File: src/rtl/sb_tx_pkg.sv
// Shared types and constants for the sideband transmit scheduler.
// The scheduler multiplexes message sources onto the single sideband serializer.
package sb_tx_pkg;

    localparam int SB_WORD_W       = 64;
    localparam int SB_FRAME_CYCLES = 96;

    typedef enum logic [1:0] {
        IDLE      = 2'd0,
        SEND_HDR  = 2'd1,
        SEND_DATA = 2'd2
    } sb_tx_state_e;

endpackage

File: src/rtl/sb_rr_arbiter.sv
// Combinational round-robin pick: the first requesting index at or after ptr wins.
// Nothing is granted while en is low.
module sb_rr_arbiter #(
    parameter int  NUM_REQ = 3,
    localparam int IDX_W   = $clog2(NUM_REQ)
) (
    input  logic [NUM_REQ-1:0] req,
    input  logic [IDX_W-1:0]   ptr,
    input  logic               en,
    output logic [NUM_REQ-1:0] gnt,
    output logic [IDX_W-1:0]   gnt_idx
);

    logic found;
    int   idx;

    always_comb begin
        gnt     = '0;
        gnt_idx = '0;
        found   = 1'b0;
        idx     = 0;
        for (int k = 0; k < NUM_REQ; k++) begin
            idx = int'(ptr) + k;
            if (idx >= NUM_REQ) begin
                idx = idx - NUM_REQ;
            end
            if (en && !found && req[idx]) begin
                gnt[idx] = 1'b1;
                gnt_idx  = IDX_W'(idx);
                found    = 1'b1;
            end
        end
    end

endmodule

File: src/rtl/sb_tx_scheduler.sv
// Round-robin scheduler feeding the sideband serializer.
// Each 64-bit word is held for one full serializer frame.
module sb_tx_scheduler
    import sb_tx_pkg::*;
#(
    parameter int NUM_REQ      = 3,
    parameter int FRAME_CYCLES = SB_FRAME_CYCLES
) (
    input  logic                           pll_clk,
    input  logic                           rst_n,
    input  logic [NUM_REQ-1:0]             req_valid,
    input  logic [NUM_REQ*SB_WORD_W-1:0]   req_hdr,
    input  logic [NUM_REQ-1:0]             req_has_data,
    input  logic [NUM_REQ*SB_WORD_W-1:0]   req_data,
    output logic [NUM_REQ-1:0]             req_ready,
    output logic [SB_WORD_W-1:0]           sb_data,
    output logic                           sb_enable,
    output logic                           frame_start,
    output logic                           busy
);

    localparam int               IDX_W    = $clog2(NUM_REQ);
    localparam int               CNT_W    = $clog2(FRAME_CYCLES);
    localparam logic [CNT_W-1:0] CNT_LAST = CNT_W'(FRAME_CYCLES - 1);
    localparam logic [IDX_W-1:0] IDX_LAST = IDX_W'(NUM_REQ - 1);

    sb_tx_state_e         state_q, state_d;
    logic [CNT_W-1:0]     cnt_q, cnt_d;
    logic [IDX_W-1:0]     rr_ptr_q, rr_ptr_d;
    logic                 has_data_q, has_data_d;
    logic [SB_WORD_W-1:0] hdr_q, hdr_d;
    logic [SB_WORD_W-1:0] data_q, data_d;
    logic [SB_WORD_W-1:0] sb_data_q, sb_data_d;
    logic                 sb_enable_q, sb_enable_d;
    logic                 frame_start_q, frame_start_d;

    logic                 frame_last;
    logic                 arb_en;
    logic [NUM_REQ-1:0]   gnt;
    logic [IDX_W-1:0]     gnt_idx;
    logic [SB_WORD_W-1:0] sel_hdr;
    logic [SB_WORD_W-1:0] sel_data;

    // Arbitrate only in IDLE or on the final cycle of a message, so a header
    // frame is always followed directly by its own data frame.
    assign frame_last = (cnt_q == CNT_LAST);
    assign arb_en     = (state_q == IDLE) ||
                        (frame_last && ((state_q == SEND_DATA) ||
                                        (state_q == SEND_HDR && !has_data_q)));

    sb_rr_arbiter #(
        .NUM_REQ (NUM_REQ)
    ) u_arb (
        .req     (req_valid),
        .ptr     (rr_ptr_q),
        .en      (arb_en),
        .gnt     (gnt),
        .gnt_idx (gnt_idx)
    );

    assign sel_hdr  = req_hdr[int'(gnt_idx)*SB_WORD_W +: SB_WORD_W];
    assign sel_data = req_data[int'(gnt_idx)*SB_WORD_W +: SB_WORD_W];

    always_comb begin
        state_d       = state_q;
        cnt_d         = cnt_q;
        rr_ptr_d      = rr_ptr_q;
        has_data_d    = has_data_q;
        hdr_d         = hdr_q;
        data_d        = data_q;
        sb_data_d     = sb_data_q;
        sb_enable_d   = sb_enable_q;
        frame_start_d = 1'b0;

        if (state_q != IDLE) begin
            cnt_d = cnt_q + 1'b1;
        end

        if (|gnt) begin
            state_d       = SEND_HDR;
            cnt_d         = '0;
            rr_ptr_d      = (gnt_idx == IDX_LAST) ? '0 : gnt_idx + 1'b1;
            has_data_d    = req_has_data[gnt_idx];
            hdr_d         = sel_hdr;
            data_d        = sel_data;
            sb_data_d     = sel_hdr;
            sb_enable_d   = 1'b1;
            frame_start_d = 1'b1;
        end else if (state_q == SEND_HDR && frame_last && has_data_q) begin
            state_d       = SEND_DATA;
            cnt_d         = '0;
            sb_data_d     = data_q;
            frame_start_d = 1'b1;
        end else if (state_q != IDLE && frame_last) begin
            state_d     = IDLE;
            cnt_d       = '0;
            sb_enable_d = 1'b0;
        end
    end

    always_ff @(posedge pll_clk or negedge rst_n) begin
        if (!rst_n) begin
            state_q       <= IDLE;
            cnt_q         <= '0;
            rr_ptr_q      <= '0;
            has_data_q    <= 1'b0;
            sb_data_q     <= '0;
            sb_enable_q   <= 1'b0;
            frame_start_q <= 1'b0;
        end else begin
            state_q       <= state_d;
            cnt_q         <= cnt_d;
            rr_ptr_q      <= rr_ptr_d;
            has_data_q    <= has_data_d;
            sb_data_q     <= sb_data_d;
            sb_enable_q   <= sb_enable_d;
            frame_start_q <= frame_start_d;
        end
    end

    // Payload words are only ever read after a grant has loaded them.
    always_ff @(posedge pll_clk) begin
        hdr_q  <= hdr_d;
        data_q <= data_d;
    end

    assign req_ready   = gnt;
    assign sb_data     = sb_data_q;
    assign sb_enable   = sb_enable_q;
    assign busy        = sb_enable_q;
    assign frame_start = frame_start_q;

endmodule

File: config.mk
export PLATFORM = sky130hd
export DESIGN_NAME = sb_tx_scheduler
export DESIGN_NICKNAME = d
export VERILOG_FILES = /design/src/rtl/sb_tx_pkg.sv /design/src/rtl/sb_rr_arbiter.sv /design/src/rtl/sb_tx_scheduler.sv
export SDC_FILE = /design/constraint.sdc
export NUM_CORES = 1
export LEC_CHECK = 0
export BUFFER_PORTS_ARGS = -buffer_cell sky130_fd_sc_hd__buf_2
export CORE_AREA = 2 2 182 184
export DETAILED_ROUTE_END_ITERATION = 7
export DIE_AREA = 0 0 184 186
export GPL_TIMING_DRIVEN = 0
export HOLD_SLACK_MARGIN = 0.1
export PLACE_DENSITY = 0.53
export SYNTH_ARGS = -nofsm -noshare
export SYNTH_HDL_FRONTEND = slang
export SYNTH_SLANG_ARGS = --single-unit
File: constraint.sdc
create_clock -name pll_clk -period 7.5 [get_ports pll_clk]
set_input_delay 0.75 -clock pll_clk [delete_from_list [all_inputs] [get_ports pll_clk]]
set_output_delay 0.75 -clock pll_clk [all_outputs]
set_load 0.01 [all_outputs]
==> metrics list <==
* Status: finished, final reports clean
- Entering global routing, the biggest net connects 50 pins.
- Setup repair after global routing missed its margin: no
- Launching element type of the critical path: register
- Most used standard cell by instance count after synthesis: sky130_fd_sc_hd__nand2_1
- In this run, post-CTS repair resized a total of 0 instances.
- After legalization and detailed placement, the total HPWL measured 33.5 mm.
- Register area share after synthesis: 0.440
* Port Buffers: 458
* Setup tns final: 0 ns
- The number of hold buffers added after CTS was 0.
- Total clock sinks: 142
- Simple-gate share of the synthesized area: 0.120
* Setup-violating endpoint count in the final report: 0
- In the routed design, unresolved DRC markers number 0.
* Critical R2R Capture: sb_data[56]
- In this run the core area contains 66 standard-cell rows.
- Yosys top cell area share: 0.222
- The multi-input combinational cells in the finished layout cover a total of 4400 sq um.
- Yosys warning total: 0
- Fraction of final layout cells with drive strength greater than 1: 0.422
- Counting flops and latches in the post-synthesis netlist gives 142.
- Initial core utilization: 0.274
- The detail route stage leaves a number of antenna-violating nets equal to 0.
- Buffers from clock root to sink, at most: 2
* Setup slack on the worst flop-to-flop path: 3.98 ns
- Synth Area in Compound Gates: 0.295
- Cells after DPL: 1777
* Relative area change from synthesis to final layout: 39.5%
- The core region is 32200 sq um.
* Distinct cell type count after synthesis: 54
- Area taken by flip-flops and latches: 3870 sq um
- Vert. Die Dim: 186 um
* Slew margin rel.: 0.404
- Synthesis produced 909 cells.
* Required time worst endpoint: 6.75 ns
* Startpoint-to-endpoint class of the critical path: register to output pin
- The floorplan step defined a die boundary enclosing 34200 sq um.
- After synthesis, the largest family of logic cells by area is compound AO/OA/AOI/OAI gates.
- The number of nets in the synthesized netlist is 1306.
- Net count, final: 1785
- GRT Residual Overflow: 0
- In the final routed layout, each cell accounts on average for 24.3 um.
- Detailed routing inserted a total of 9464 vias.
- Final worst-path cycle share: 0.505
- For this design the ratio of total power to cell area is 155 nW/um^2.
- After clock tree synthesis, the setup repair step added 0 buffers.
* Synthesized area per cell: 9.69 sq um
- First-pass GRT wire length: 61.7 mm
- Number of pins with negative max-slew slack in the final report: 0
* TritonCTS buffer count: 17
* Worst reg-to-reg path cell count: 11
- Routability-driven placement congestion ratio: 0.904
- Mux share of post-synthesis cell area: 0.0750
- Tracing the worst setup path back leads to its startpoint at cnt_q[0].
- Worst EP arrival: 3.04 ns
* Transition time at the pin with the least slew margin: 0.894 ns
- Among all flip-flop cells after synthesis, the most frequent one is sky130_fd_sc_hd__dfrtp_1.
- Reg-to-reg critical path startpoint: rr_ptr_q[0]
- The worst path needs 3.79 ns of the cycle, external delays included.
- After clock tree synthesis, the clock-pin slew on the worst setup and hold paths is 0.07 ns.
- Highest ir drop seen on vdd: 0.000144 V
- Setup Skew: 0.0200 ns
- The detailed router finished its first iteration with 569 violations.
- Post-synthesis share of cell area spent on full adders, half adders and majority gates: 0.00710
- The analysis attributes to cell leakage a power of 5.58 nW.
- STA classifies the critical path endpoint as an output pin.
- Total standard cell area after synthesis: 8810 sq um
- The tree is rooted in a sky130_fd_sc_hd__clkbuf_16.
- Summed over all instances, the cell type with the most area after synthesis is sky130_fd_sc_hd__dfrtp_1.
- Clock insertion delay at the later pin of the skew report: 0.43 ns
- By area the synthesized netlist is led by sky130_fd_sc_hd__dfrtp_1 22%, sky130_fd_sc_hd__edfxtp_1 22%, sky130_fd_sc_hd__mux2i_1 7.5%.
- In this run the worst hold path is classified as input pin to async pin.
- Final non-filler cell total: 1810
* Commonest cells in the netlist: 138 x sky130_fd_sc_hd__nand2_1, 78 x sky130_fd_sc_hd__dfrtp_1, 74 x sky130_fd_sc_hd__nor2_1
- Antenna violations before repair: 5
- Clock H-tree levels: 4
* Number of inserted filler cells in the final layout: 3382
* Achievable Freq: 0.264 GHz
- Total global routing track utilization: 0.251
- The tool flagged a number of max-cap violations equal to 0.
- The number of hold violations in the final report was 0.
* DIE WIDTH: 184 um
- Of the total synthesized cell area, the portion taken by XOR and XNOR cells is 0.00199.
- TritonCTS built the clock tree.
- Post-DR vias/cell: 5.23
- For this block, the routed nets add up to 43.9 mm of wire.
- The pre-antenna-repair detailed-routing pass consisted of 5 iterations.
- For this design the top-level I/O count stands at 462.
* Async SR Flop Fraction: 0.549
- Of all nets on the critical path, the largest fanout is 10.
- The number of global-route vias before repair came to 9449.
* Number of enable-type register cells in the synthesized netlist: 64
[worst max-delay path, cell delays in order (launching register included)]
cell,delay (ns)
sky130_fd_sc_hd__dfrtp_1,0.43
sky130_fd_sc_hd__ha_1,0.24
sky130_fd_sc_hd__nor2b_1,0.21
sky130_fd_sc_hd__o2111a_1,0.37
sky130_fd_sc_hd__nand2b_1,0.15
sky130_fd_sc_hd__buf_4,0.19
sky130_fd_sc_hd__buf_2,0.26
sky130_fd_sc_hd__clkbuf_2,0.28
sky130_fd_sc_hd__o21ai_0,0.13
sky130_fd_sc_hd__a31oi_1,0.17
sky130_fd_sc_hd__buf_2,0.17
[worst max path at each step]
stage                              end  slack (ns)  cells after the start
after floorplan              data_q[0]        4.41                      8
after CTS                 req_ready[2]        3.74                     10
after global placement      data_q[33]        3.51                      8
after detailed placement   sb_data[56]        3.87                     11
final                     req_ready[2]        3.71                     10
after global routing      req_ready[2]        3.54                     10
[cell type report]
type | instances | area share
flip-flops and latches | 142 | 0.315
multi-input cells | 667 | 0.358
well taps | 408 | 0.0415
plain buffers | 91 | 0.0413
clock inverters | 12 | 0.0129
clock buffers | 20 | 0.0373
repair buffers | 460 | 0.191
inverters | 9 | 0.00275
diodes | 1 | 0.000204
[report_power, final]
group	internal, W	switching [W]	leakage (nW)
Sequential	0.000814	0	1.38
Combinational	0.0000949	0.0000889	3.91
Clock	0.000547	0.000362	0.293
[routing by layer]
metal	global-route usage	up-vias	routed length (um)
met5	0	-	51
met4	0.0682	8	959
met3	0.0472	56	2870
met2	0.441	433	21500
met1	0.316	4599	18500
li1	-	4368	-
[per-stage QoR]
stage / util / area [sq um] / total power, W / hold slack [ns] / setup slack [ns]
after CTS: 0.382 / 12300 / 0.00192 / 0.277 / 3.74
after global placement: 0.361 / 11600 / 0.00101 / 0.461 / 3.51
after global routing: 0.382 / 12300 / 0.00197 / 0.288 / 3.54
after floorplan: - / 8810 / 0.000876 / 0.454 / 4.41
final: 0.382 / 12300 / 0.00191 / 0.283 / 3.71
after detailed placement: 0.362 / 11700 / 0.00101 / 0.466 / 3.87
[state kept, by name, indices dropped and copies added, names as in the netlist]
signal / cells
rr_ptr_q: 2
busy: 1
cnt_q: 7
frame_start: 1
state_q: 2
sb_data: 64
data_q: 64
has_data_q: 1
[cell usage in the layout, fill, tap and decap left out, types with 2 or more instances in the layout]
cell type | Yosys | layout
sky130_fd_sc_hd__a211oi_1 | 18 | 18
sky130_fd_sc_hd__a21o_1 | 48 | 48
sky130_fd_sc_hd__a21oi_1 | 57 | 57
sky130_fd_sc_hd__a221o_1 | 18 | 18
sky130_fd_sc_hd__a31oi_1 | 67 | 67
sky130_fd_sc_hd__a32oi_1 | 2 | 2
sky130_fd_sc_hd__and3_1 | 3 | 3
sky130_fd_sc_hd__buf_16 | 0 | 2
sky130_fd_sc_hd__buf_2 | 30 | 486
sky130_fd_sc_hd__buf_4 | 17 | 19
sky130_fd_sc_hd__buf_6 | 6 | 6
sky130_fd_sc_hd__bufinv_16 | 0 | 3
sky130_fd_sc_hd__clkbuf_1 | 35 | 37
sky130_fd_sc_hd__clkbuf_16 | 0 | 18
sky130_fd_sc_hd__clkinv_4 | 0 | 2
sky130_fd_sc_hd__clkinvlp_4 | 0 | 3
sky130_fd_sc_hd__dfrtp_1 | 78 | 78
sky130_fd_sc_hd__edfxtp_1 | 64 | 64
sky130_fd_sc_hd__ha_1 | 5 | 5
sky130_fd_sc_hd__inv_1 | 9 | 9
sky130_fd_sc_hd__inv_6 | 0 | 2
sky130_fd_sc_hd__mux2i_1 | 66 | 66
sky130_fd_sc_hd__nand2_1 | 138 | 138
sky130_fd_sc_hd__nand2b_1 | 4 | 4
sky130_fd_sc_hd__nand3_1 | 6 | 6
sky130_fd_sc_hd__nand3b_1 | 3 | 3
sky130_fd_sc_hd__nand4_1 | 4 | 4
sky130_fd_sc_hd__nor2_1 | 74 | 74
sky130_fd_sc_hd__nor2b_1 | 4 | 4
sky130_fd_sc_hd__nor3_1 | 4 | 4
sky130_fd_sc_hd__o211a_1 | 2 | 2
sky130_fd_sc_hd__o21ai_0 | 73 | 73
sky130_fd_sc_hd__o2bb2ai_1 | 2 | 2
sky130_fd_sc_hd__o32ai_1 | 10 | 10
sky130_fd_sc_hd__o32ai_2 | 36 | 36
sky130_fd_sc_hd__xor2_1 | 2 | 2
[kinds of logic (layout without fill, tap and decap cells)]
| family | count (synthesis) | after routing |
|---|---|---|
| AOI/OAI and AO/OA | 345 | 345 |
| xor gates and xnor gates | 2 | 2 |
| adders and majority gates | 5 | 5 |
| buffers and inverters | 100 | 592 |
| DFF | 142 | 142 |
| muxes | 66 | 66 |
| other | 0 | 1 |
| and+or+nand+nor | 249 | 249 |
Note: power is estimated with default switching activity, not from simulation.
